`src/rtl/fp16_pkg.sv`:
```
// Shared FP16 normalization types, widths and the leading-one search helper.
package fp16_pkg;

  localparam int FP16_EXP_W  = 5;
  localparam int FP16_FRAC_W = 10;
  localparam int FP16_MANT_W = 11;
  localparam int FP16_REQ_W  = 1 + FP16_EXP_W + FP16_MANT_W;

  typedef struct packed {
    logic                   sign;
    logic [FP16_EXP_W-1:0]  exp;
    logic [FP16_MANT_W-1:0] mant;
  } fp16_unnorm_t;

  // Position of the most significant set bit of the explicit fraction bits (0 if none).
  function automatic logic [3:0] lead_one_idx(input logic [FP16_FRAC_W-1:0] m);
    logic [3:0] pos;
    pos = 4'd0;
    for (int i = 0; i < FP16_FRAC_W; i++) begin
      pos = m[i] ? 4'(i) : pos;
    end
    return pos;
  endfunction

endpackage

```
`src/rtl/fp16_norm_core.sv`:
```
// Combinational second-stage normalizer: left shift and exponent decrement,
// clamping to the subnormal range when the exponent would run out.
module fp16_norm_core
  import fp16_pkg::*;
(
  input  logic [FP16_EXP_W-1:0]  exp,
  input  logic [FP16_MANT_W-1:0] mant,
  input  logic [3:0]             idx,
  input  logic                   nz,
  output logic [FP16_EXP_W-1:0]  norm_exp,
  output logic [FP16_FRAC_W-1:0] norm_frac
);

  logic [5:0]             lz_s;
  logic [5:0]             exp_ext_s;
  logic [FP16_MANT_W-1:0] shl_lz_s;
  logic [FP16_MANT_W-1:0] shl_sub_s;

  assign lz_s      = 6'd10 - {2'b00, idx};
  assign exp_ext_s = {1'b0, exp};
  assign shl_lz_s  = mant << lz_s;
  // Only consumed when exp >= 1, so the decrement never wraps where it matters.
  assign shl_sub_s = mant << (exp - 5'd1);

  // Select the normalization case from hidden bit, zero, subnormal and exponent range.
  always_comb begin
    norm_exp  = 5'd0;
    norm_frac = 10'd0;
    if (mant[10]) begin
      norm_exp  = exp;
      norm_frac = mant[9:0];
    end else if (!nz) begin
      norm_exp  = 5'd0;
      norm_frac = 10'd0;
    end else if (exp == 5'd0) begin
      norm_exp  = 5'd0;
      norm_frac = mant[9:0];
    end else if (exp_ext_s > lz_s) begin
      norm_exp  = exp - lz_s[4:0];
      norm_frac = shl_lz_s[9:0];
    end else begin
      norm_exp  = 5'd0;
      norm_frac = shl_sub_s[9:0];
    end
  end

endmodule

```
`src/rtl/fp16_norm_arbiter.sv`:
```
// Round-robin arbiter feeding a two-stage FP16 post-normalization pipeline
// (leading-one search, then shift/exponent adjust) with valid/ready on both sides.
module fp16_norm_arbiter
  import fp16_pkg::*;
#(
  parameter int NREQ = 2,
  parameter int IDW  = 1
) (
  input  logic                       clk,
  input  logic                       rst_n,
  input  logic [NREQ-1:0]            req_valid,
  output logic [NREQ-1:0]            req_ready,
  input  logic [NREQ*FP16_REQ_W-1:0] req_data,
  output logic                       out_valid,
  input  logic                       out_ready,
  output logic                       out_sign,
  output logic [FP16_EXP_W-1:0]      out_exp,
  output logic [FP16_FRAC_W-1:0]     out_frac,
  output logic [IDW-1:0]             out_id,
  output logic                       busy
);

  logic         s1_valid_r;
  fp16_unnorm_t s1_data_r;
  logic [IDW-1:0] s1_id_r;
  logic [3:0]   s1_idx_r;
  logic         s1_nz_r;
  logic         s2_valid_r;
  logic [IDW-1:0] rr_ptr_r;

  logic           s2_load_s;
  logic           s1_load_s;
  logic           found_s;
  logic           accept_s;
  logic [IDW-1:0] gnt_idx_s;
  fp16_unnorm_t   gnt_data_s;
  logic [NREQ-1:0] grant_s;
  logic [FP16_EXP_W-1:0]  norm_exp_s;
  logic [FP16_FRAC_W-1:0] norm_frac_s;

  assign s2_load_s = ~s2_valid_r | out_ready;
  assign s1_load_s = ~s1_valid_r | s2_load_s;

  // Pick the first valid requester at or after rr_ptr: upper pass first, then the wrapped pass.
  always_comb begin
    found_s    = 1'b0;
    gnt_idx_s  = '0;
    gnt_data_s = '0;
    grant_s    = '0;
    for (int i = 0; i < NREQ; i++) begin
      if (!found_s && req_valid[i] && (IDW'(i) >= rr_ptr_r)) begin
        found_s    = 1'b1;
        gnt_idx_s  = IDW'(i);
        gnt_data_s = req_data[i*FP16_REQ_W +: FP16_REQ_W];
      end else begin
        found_s    = found_s;
      end
    end
    for (int i = 0; i < NREQ; i++) begin
      if (!found_s && req_valid[i] && (IDW'(i) < rr_ptr_r)) begin
        found_s    = 1'b1;
        gnt_idx_s  = IDW'(i);
        gnt_data_s = req_data[i*FP16_REQ_W +: FP16_REQ_W];
      end else begin
        found_s    = found_s;
      end
    end
    for (int i = 0; i < NREQ; i++) begin
      grant_s[i] = found_s & s1_load_s & (gnt_idx_s == IDW'(i));
    end
  end

  assign req_ready = grant_s;
  assign accept_s  = |(req_valid & grant_s);
  assign out_valid = s2_valid_r;
  assign busy      = s1_valid_r | s2_valid_r;

  // Round-robin pointer moves past the winner of each accepted transfer.
  always_ff @(posedge clk or negedge rst_n) begin
    if (!rst_n) begin
      rr_ptr_r <= '0;
    end else if (accept_s) begin
      rr_ptr_r <= (gnt_idx_s == IDW'(NREQ-1)) ? '0 : gnt_idx_s + IDW'(1);
    end else begin
      rr_ptr_r <= rr_ptr_r;
    end
  end

  // Stage 1: capture the granted operand and its leading-one position.
  always_ff @(posedge clk or negedge rst_n) begin
    if (!rst_n) begin
      s1_valid_r <= 1'b0;
      s1_data_r  <= '0;
      s1_id_r    <= '0;
      s1_idx_r   <= 4'd0;
      s1_nz_r    <= 1'b0;
    end else if (s1_load_s) begin
      s1_valid_r <= accept_s;
      s1_data_r  <= gnt_data_s;
      s1_id_r    <= gnt_idx_s;
      s1_idx_r   <= lead_one_idx(gnt_data_s.mant[9:0]);
      s1_nz_r    <= |gnt_data_s.mant[9:0];
    end else begin
      s1_valid_r <= s1_valid_r;
    end
  end

  fp16_norm_core u_core (
    .exp       (s1_data_r.exp),
    .mant      (s1_data_r.mant),
    .idx       (s1_idx_r),
    .nz        (s1_nz_r),
    .norm_exp  (norm_exp_s),
    .norm_frac (norm_frac_s)
  );

  // Stage 2: registered normalized result, held while the consumer stalls.
  always_ff @(posedge clk or negedge rst_n) begin
    if (!rst_n) begin
      s2_valid_r <= 1'b0;
      out_sign   <= 1'b0;
      out_exp    <= '0;
      out_frac   <= '0;
      out_id     <= '0;
    end else if (s2_load_s) begin
      s2_valid_r <= s1_valid_r;
      if (s1_valid_r) begin
        out_sign <= s1_data_r.sign;
        out_exp  <= norm_exp_s;
        out_frac <= norm_frac_s;
        out_id   <= s1_id_r;
      end else begin
        out_sign <= out_sign;
      end
    end else begin
      s2_valid_r <= s2_valid_r;
    end
  end

endmodule

```
`config.mk`:
```
export PLATFORM = sky130hd
export DESIGN_NAME = fp16_norm_arbiter
export DESIGN_NICKNAME = d
export VERILOG_FILES = /design/src/rtl/fp16_pkg.sv /design/src/rtl/fp16_norm_core.sv /design/src/rtl/fp16_norm_arbiter.sv
export SDC_FILE = /design/constraint.sdc
export NUM_CORES = 1
export LEC_CHECK = 0
export CAP_MARGIN = 20
export CELL_PAD_IN_SITES_DETAIL_PLACEMENT = 1
export CELL_PAD_IN_SITES_GLOBAL_PLACEMENT = 1
export CORE_MARGIN = 4
export CORE_UTILIZATION = 43
export CTS_CLUSTER_SIZE = 20
export DETAILED_ROUTE_END_ITERATION = 10
export PLACE_DENSITY_LB_ADDON = 0.1
export SLEW_MARGIN = 20
export SYNTH_ARGS = -nofsm -noshare
export SYNTH_HDL_FRONTEND = slang
export SYNTH_HIERARCHICAL = 1
export SYNTH_SLANG_ARGS = --single-unit
```
`constraint.sdc`:
```
create_clock -name clk -period 10.3 [get_ports clk]
set_input_delay 1.03 -clock clk [delete_from_list [all_inputs] [get_ports clk]]
set_output_delay 1.03 -clock clk [all_outputs]
set_load 0.01 [all_outputs]
```
Yosys cells after proc, flatten, opt, wreduce, memory -nomap -nowiden
Cells that the tools add are included.
Widths: inputs -> output; s select.
- multiplexer cells: 29
- order comparisons: 5
- reduce and logical (&&, ||, !) cells: 14
- bitwise operators: 10
- add/subtract/negate cells: 4
- shifts and indexed selects: 2
- operators by type and width (cell ; number):
    $mux 17 ; 4
    $mux 10 ; 4
    $mux 5 ; 4
    $mux 3 ; 4
    $shl 11x5->10 ; 1
    $shl 11x6->10 ; 1
    $reduce_or 10->1 ; 1
    $mux 1 ; 9
    $mux 4 ; 2
    $logic_and 1x1->1 ; 7
    $gt 5x6->1 ; 1
    $logic_not 5->1 ; 1
    $sub 4x4->5 const A ; 1
    $sub 5x1->5 const B ; 1
    $sub 5x5->5 ; 1
    $mux 2 ; 2
    $and 1x1->1 ; 3
    $logic_not 1->1 ; 3
    $not 1->1 ; 3
    $or 1x1->1 ; 3
    $and 2x2->2 ; 1
    $ge 1x1->1 const A ; 2
    $lt 1x1->1 const A ; 2
    $reduce_and 2->1 ; 1
    other kinds (2) ; 2
- input bits: 39
- output and inout bits: 21
- logic and storage cells: 77
- flip-flop bits (word level): 43

Longest topological paths before layout
- word-level depth: 24
- mapped depth: 14
- gate-level depth less buffers: 12

Modules after synthesis
Netlist, hierarchy kept.
- modules (own cells, without submodules) (module ; cells each ; times used ; area an instance (um^2)):
    fp16_norm_arbiter ; 158 ; 1 ; 1859.3
    fp16_norm_core ; 168 ; 1 ; 1255.0

Least setup slack after synthesis
Ideal clock, no wire load.
- path type: register to register
- from: register s1_idx_r[0]
- to: register out_frac[8]
- data arrival time: 3.152 ns
- period minus slack after synthesis: 3.277 ns
- buffers on the path: 0
- cell stages (with the launch flop): 13
- slack: 7.023 ns
- required time: 10.175 ns
- setup time: 0.125 ns
- cells stage by stage: dfrtp_1 -> ha_1 -> xnor2_1 -> ha_1 -> and4_4 -> a2111oi_2 -> o21ai_2 -> o221ai_4 -> mux2_2 -> a221oi_1 -> a211oi_1 -> a21o_1 -> mux2_2
- longest elaborated chain between the ends: 6
- RTL lines (what ; line ; source):
    start: declaration ; fp16_norm_arbiter.sv:26 ; logic [3:0] s1_idx_r;
    start signal: assignment ; fp16_norm_arbiter.sv:101 ; s1_idx_r <= lead_one_idx(gnt_data_s.mant[9:0]);
    $sub 4x4->5 (*) ; fp16_norm_core.sv:19 ; assign lz_s = 6'd10 - {2'b00, idx};
    $gt 5x6->1 or $shl 11x6->10 (tied branches) ; fp16_norm_core.sv:38, fp16_norm_core.sv:21 ;
    $mux 10 (*) ; fp16_norm_core.sv:38 ; end else if (exp_ext_s > lz_s) begin
    $mux 10 (*) ; fp16_norm_core.sv:35 ; end else if (exp == 5'd0) begin
    $mux 10 (*) ; fp16_norm_core.sv:32 ; end else if (!nz) begin
    $mux 10 (*) ; fp16_norm_core.sv:29 ; if (mant[10]) begin
    named net norm_frac_s[8] ; fp16_norm_arbiter.sv:39 ; logic [FP16_FRAC_W-1:0] norm_frac_s;
    end signal: assignment ; fp16_norm_arbiter.sv:130 ; out_frac <= norm_frac_s;
    end: declaration ; fp16_norm_arbiter.sv:18 ; output logic [FP16_FRAC_W-1:0] out_frac,
The timed path passes the listed nets; every way through them passes the cells marked *.
A chain may end at the register's enable or synchronous reset.

Worst setup path after layout
- from: input out_ready
- to: output req_ready[1]
- longest elaborated chain between the ends: 4
- RTL lines (what ; line ; source):
    start: declaration ; fp16_norm_arbiter.sv:15 ; input logic out_ready,
    $or 1x1->1 ; fp16_norm_arbiter.sv:41 ; assign s2_load_s = ~s2_valid_r | out_ready;
    $or 1x1->1 ; fp16_norm_arbiter.sv:42 ; assign s1_load_s = ~s1_valid_r | s2_load_s;
    $and 1x1->1 (2 in series) ; fp16_norm_arbiter.sv:69 ; grant_s[i] = found_s & s1_load_s & (gnt_idx_s == IDW'(i));
    end: declaration ; fp16_norm_arbiter.sv:12 ; output logic [NREQ-1:0] req_ready,
Every way passes these cells.

==> results.ini <==
[grt]
grt_max_degree = 44
first_global_vias = 2919
track_usage_pct = 21.55
antenna_found_initial = 0
grt_pass1_wl_um = 15070
grt-ovfl-total = 0

[drt]
wl_um = 8872
vias_per_cell = 5.835
drtIter0Drc = 127
drc = 0
vias = 2760
firstDrtPassIters = 5
antenna_left = 0
wire_per_inst_um = 18.76

[power_and_ir_drop]
powerDensity_nw_per_um2 = 237.4
vdd_drop_max_uv = 106.2
p_leak_nw = 1.610
p_total_mw = 0.9153

[yosys]
synth_flop_cell = dfrtp_1
synth_area_leader_cell = dfrtp_1
synth_compound_area_share_pct = 25.75
syn_inst = 326
ys_ff_latch = 43
synthTopCellsByArea = dfrtp_1 35%, mux2_2 8.0%, nor2_1 4.3%
synth_edf_count = 0
synth_fa_ha_area_share_pct = 3.857
async_flop_share_pct = 100.0
yosysSeqAreaShare_pct = 34.55
synthMuxAreaShare_pct = 10.73
synth_top_cell_area_share_pct = 34.55
synth_xor_xnor_area_share_pct = 2.250
syn-cell-area_sq_um = 3114
ys_warn_count = 6
synth_fp_nets = 374
yosys.area_share.simple_pct = 18.92
ys_types = 77
synth_area_per_cell_sq_um = 9.553
synth_top_family_by_area = compound AO/OA/AOI/OAI gates

[timing]
min_period_over_period_pct = 38.63
tightest_slew_ns = 0.8662
fin_skew_ns = 0.01106
hold_viol_final = 0
finalSetupTns_ns = 0
rsz0062_at_grt = no
slew_violations = 0
hold_slack_ns = 0.4747
period_needed_ns = 3.979
finalSetupViolCount = 0
max_freq_mhz = 251.3
max_slew_margin_pct = 42.11

[layout]
final_area_sq_um = 3855
num-nets-final = 424
final_common_cell = clkdlybuf4s50_1
diodes = 0
area_growth_pct = 23.78
seqCellArea_sq_um = 1076
mostFrequentLayoutCells = 58 x clkdlybuf4s50_1, 43 x dfrtp_1, 36 x nor2_1, 31 x nand2_1, 22 x mux2_2
multi_input_area_sq_um = 1916
fillCellCount = 816
drive_gt1_share_pct = 15.38

[die]
die_w_um = 93.10
rows = 30
num_io_pins = 60
start_util_pct = 45.09
die-area_sq_um = 8668
dieHeight_um = 93.10
core_area_sq_um = 6907

[place]
io_buffers = 59
dpl.hpwl_um = 6850
gp_congestion = 0.8937
dpl-instance-area_sq_um = 3735

[critical_path]
endpoint_kind = primary output
max_stage_delay_ns = 0.55
path_cells = clkdlybuf4s50_1 > nand2b_1 > or2_2 > and2_1 > clkdlybuf4s50_1
critical_path_class = in -> out
timing.critical_path.mode_cell = clkdlybuf4s50_1
cp-start-kind = primary input
r2r-start = s1_idx_r[0]
crit_start = out_ready
critPathTopFamily = buffers and inverters
cp_slowest_cell = clkdlybuf4s50_1
crit_arrival_ns = 2.95
path_buf_inv = 2
required_ns = 9.27
path_max_fanout = 31

[flow_run]
cap_violations = 0

[hold_path]
hold_start = s1_id_r
hold_class = reg -> reg

[clock_tree]
htreeDepth = 2
cts_resized = 0
clk_path_buf_depth = 2
clockRootBuffer = clkbuf_8
cts_hold_buf = 0
cts_setup_buffers = 0
cts.sinks = 43
cts_made_buffers = 5
clk_latency_ns = 0.29
clkTransAtPathRegs_ns = 0.08
tritoncts = yes

[run_status]
status = finished clean

-- layer usage --
| layer | wire [um] | up-vias | track usage, % |
|---|---|---|---|
| li1 | - | 1324 | - |
| met1 | 4108 | 1362 | 29.20 |
| met2 | 4275 | 68 | 36.17 |
| met3 | 399 | 6 | 3.459 |
| met4 | 88 | 0 | 4.884 |
| met5 | 0 | - | 0 |
-- path summary, 6_finish.rpt --
path / to / slack [ns] / depth (start not counted)
max reg2reg: out_frac[8] / 6.36 / 12
max: req_ready[1] / 6.32 / 5
max in group asynchronous: s1_data_r[5] / 9.19 / 1
min: s1_id_r / 0.47 / 1
min in group asynchronous: s1_id_r / 0.72 / 1
min reg2reg: s1_id_r / 0.47 / 1
-- where the power goes --
part	switching, mW	internal (mW)	total [mW]
registers	0.0397	0.211	0.251
clock network	0.0584	0.0785	0.137
logic	0.286	0.242	0.527
-- flip-flops by register name, indices dropped and copies added, names as in the netlist --
name,cells
s1_data_r,17
out_frac,10
out_exp,5
s1_idx_r,4
out_id,1
out_sign,1
out_valid,1
rr_ptr_r,1
s1_id_r,1
s1_nz_r,1
s1_valid_r,1
-- final cells by class --
type                            instances  share of cell area (%)
Tap cell                               96                   3.116
Sequential cell                        43                   27.91
Timing Repair Buffer                   60                   15.45
Inverter                                8                  0.7790
Clock inverter                          2                  0.9088
Clock buffer                            6                   2.142
Multi-Input combinational cell        258                   49.69
-- per-stage QoR --
stage          utilization, %  worst slack [ns]  std cells
5_1_grt                 55.82             6.043        473
4_1_cts                 55.78             6.301        473
3_3_place_gp            54.08             6.377        465
6_report                55.82             6.321        473
3_5_place_dp            54.08             6.317        465
2_1_floorplan               -             7.023        326
-- synthesized netlist by cell type (3+ instances only) --
master    count
dfrtp_1      43
nor2_1       36
nand2_1      31
mux2_2       22
a21oi_1      14
a221oi_1     10
a32oi_1       8
ha_1          8
inv_1         8
o21ai_0       8
clkbuf_1      6
mux2i_1       6
o21ai_1       5
a21o_1        4
a22o_1        4
a31oi_1       4
buf_2         4
nand2b_1      4
nand4_1       4
xnor2_1       4
xor2_1        4
a211oi_1      3
a221o_1       3
a32o_1        3
and2_1        3
and3_1        3
o211ai_1      3
or2_2         3
-- logic make-up after synthesis --
| kind of cell | after synthesis |
|---|---|
| AO/OA/AOI/OAI | 99 |
| XOR/XNOR | 8 |
| adder cells (fa/ha/maj) | 9 |
| buffers and inverters | 25 |
| flip-flops | 43 |
| multiplexers | 30 |
| AND/OR/NAND/NOR | 112 |
Power figures use the tool's default switching activity.
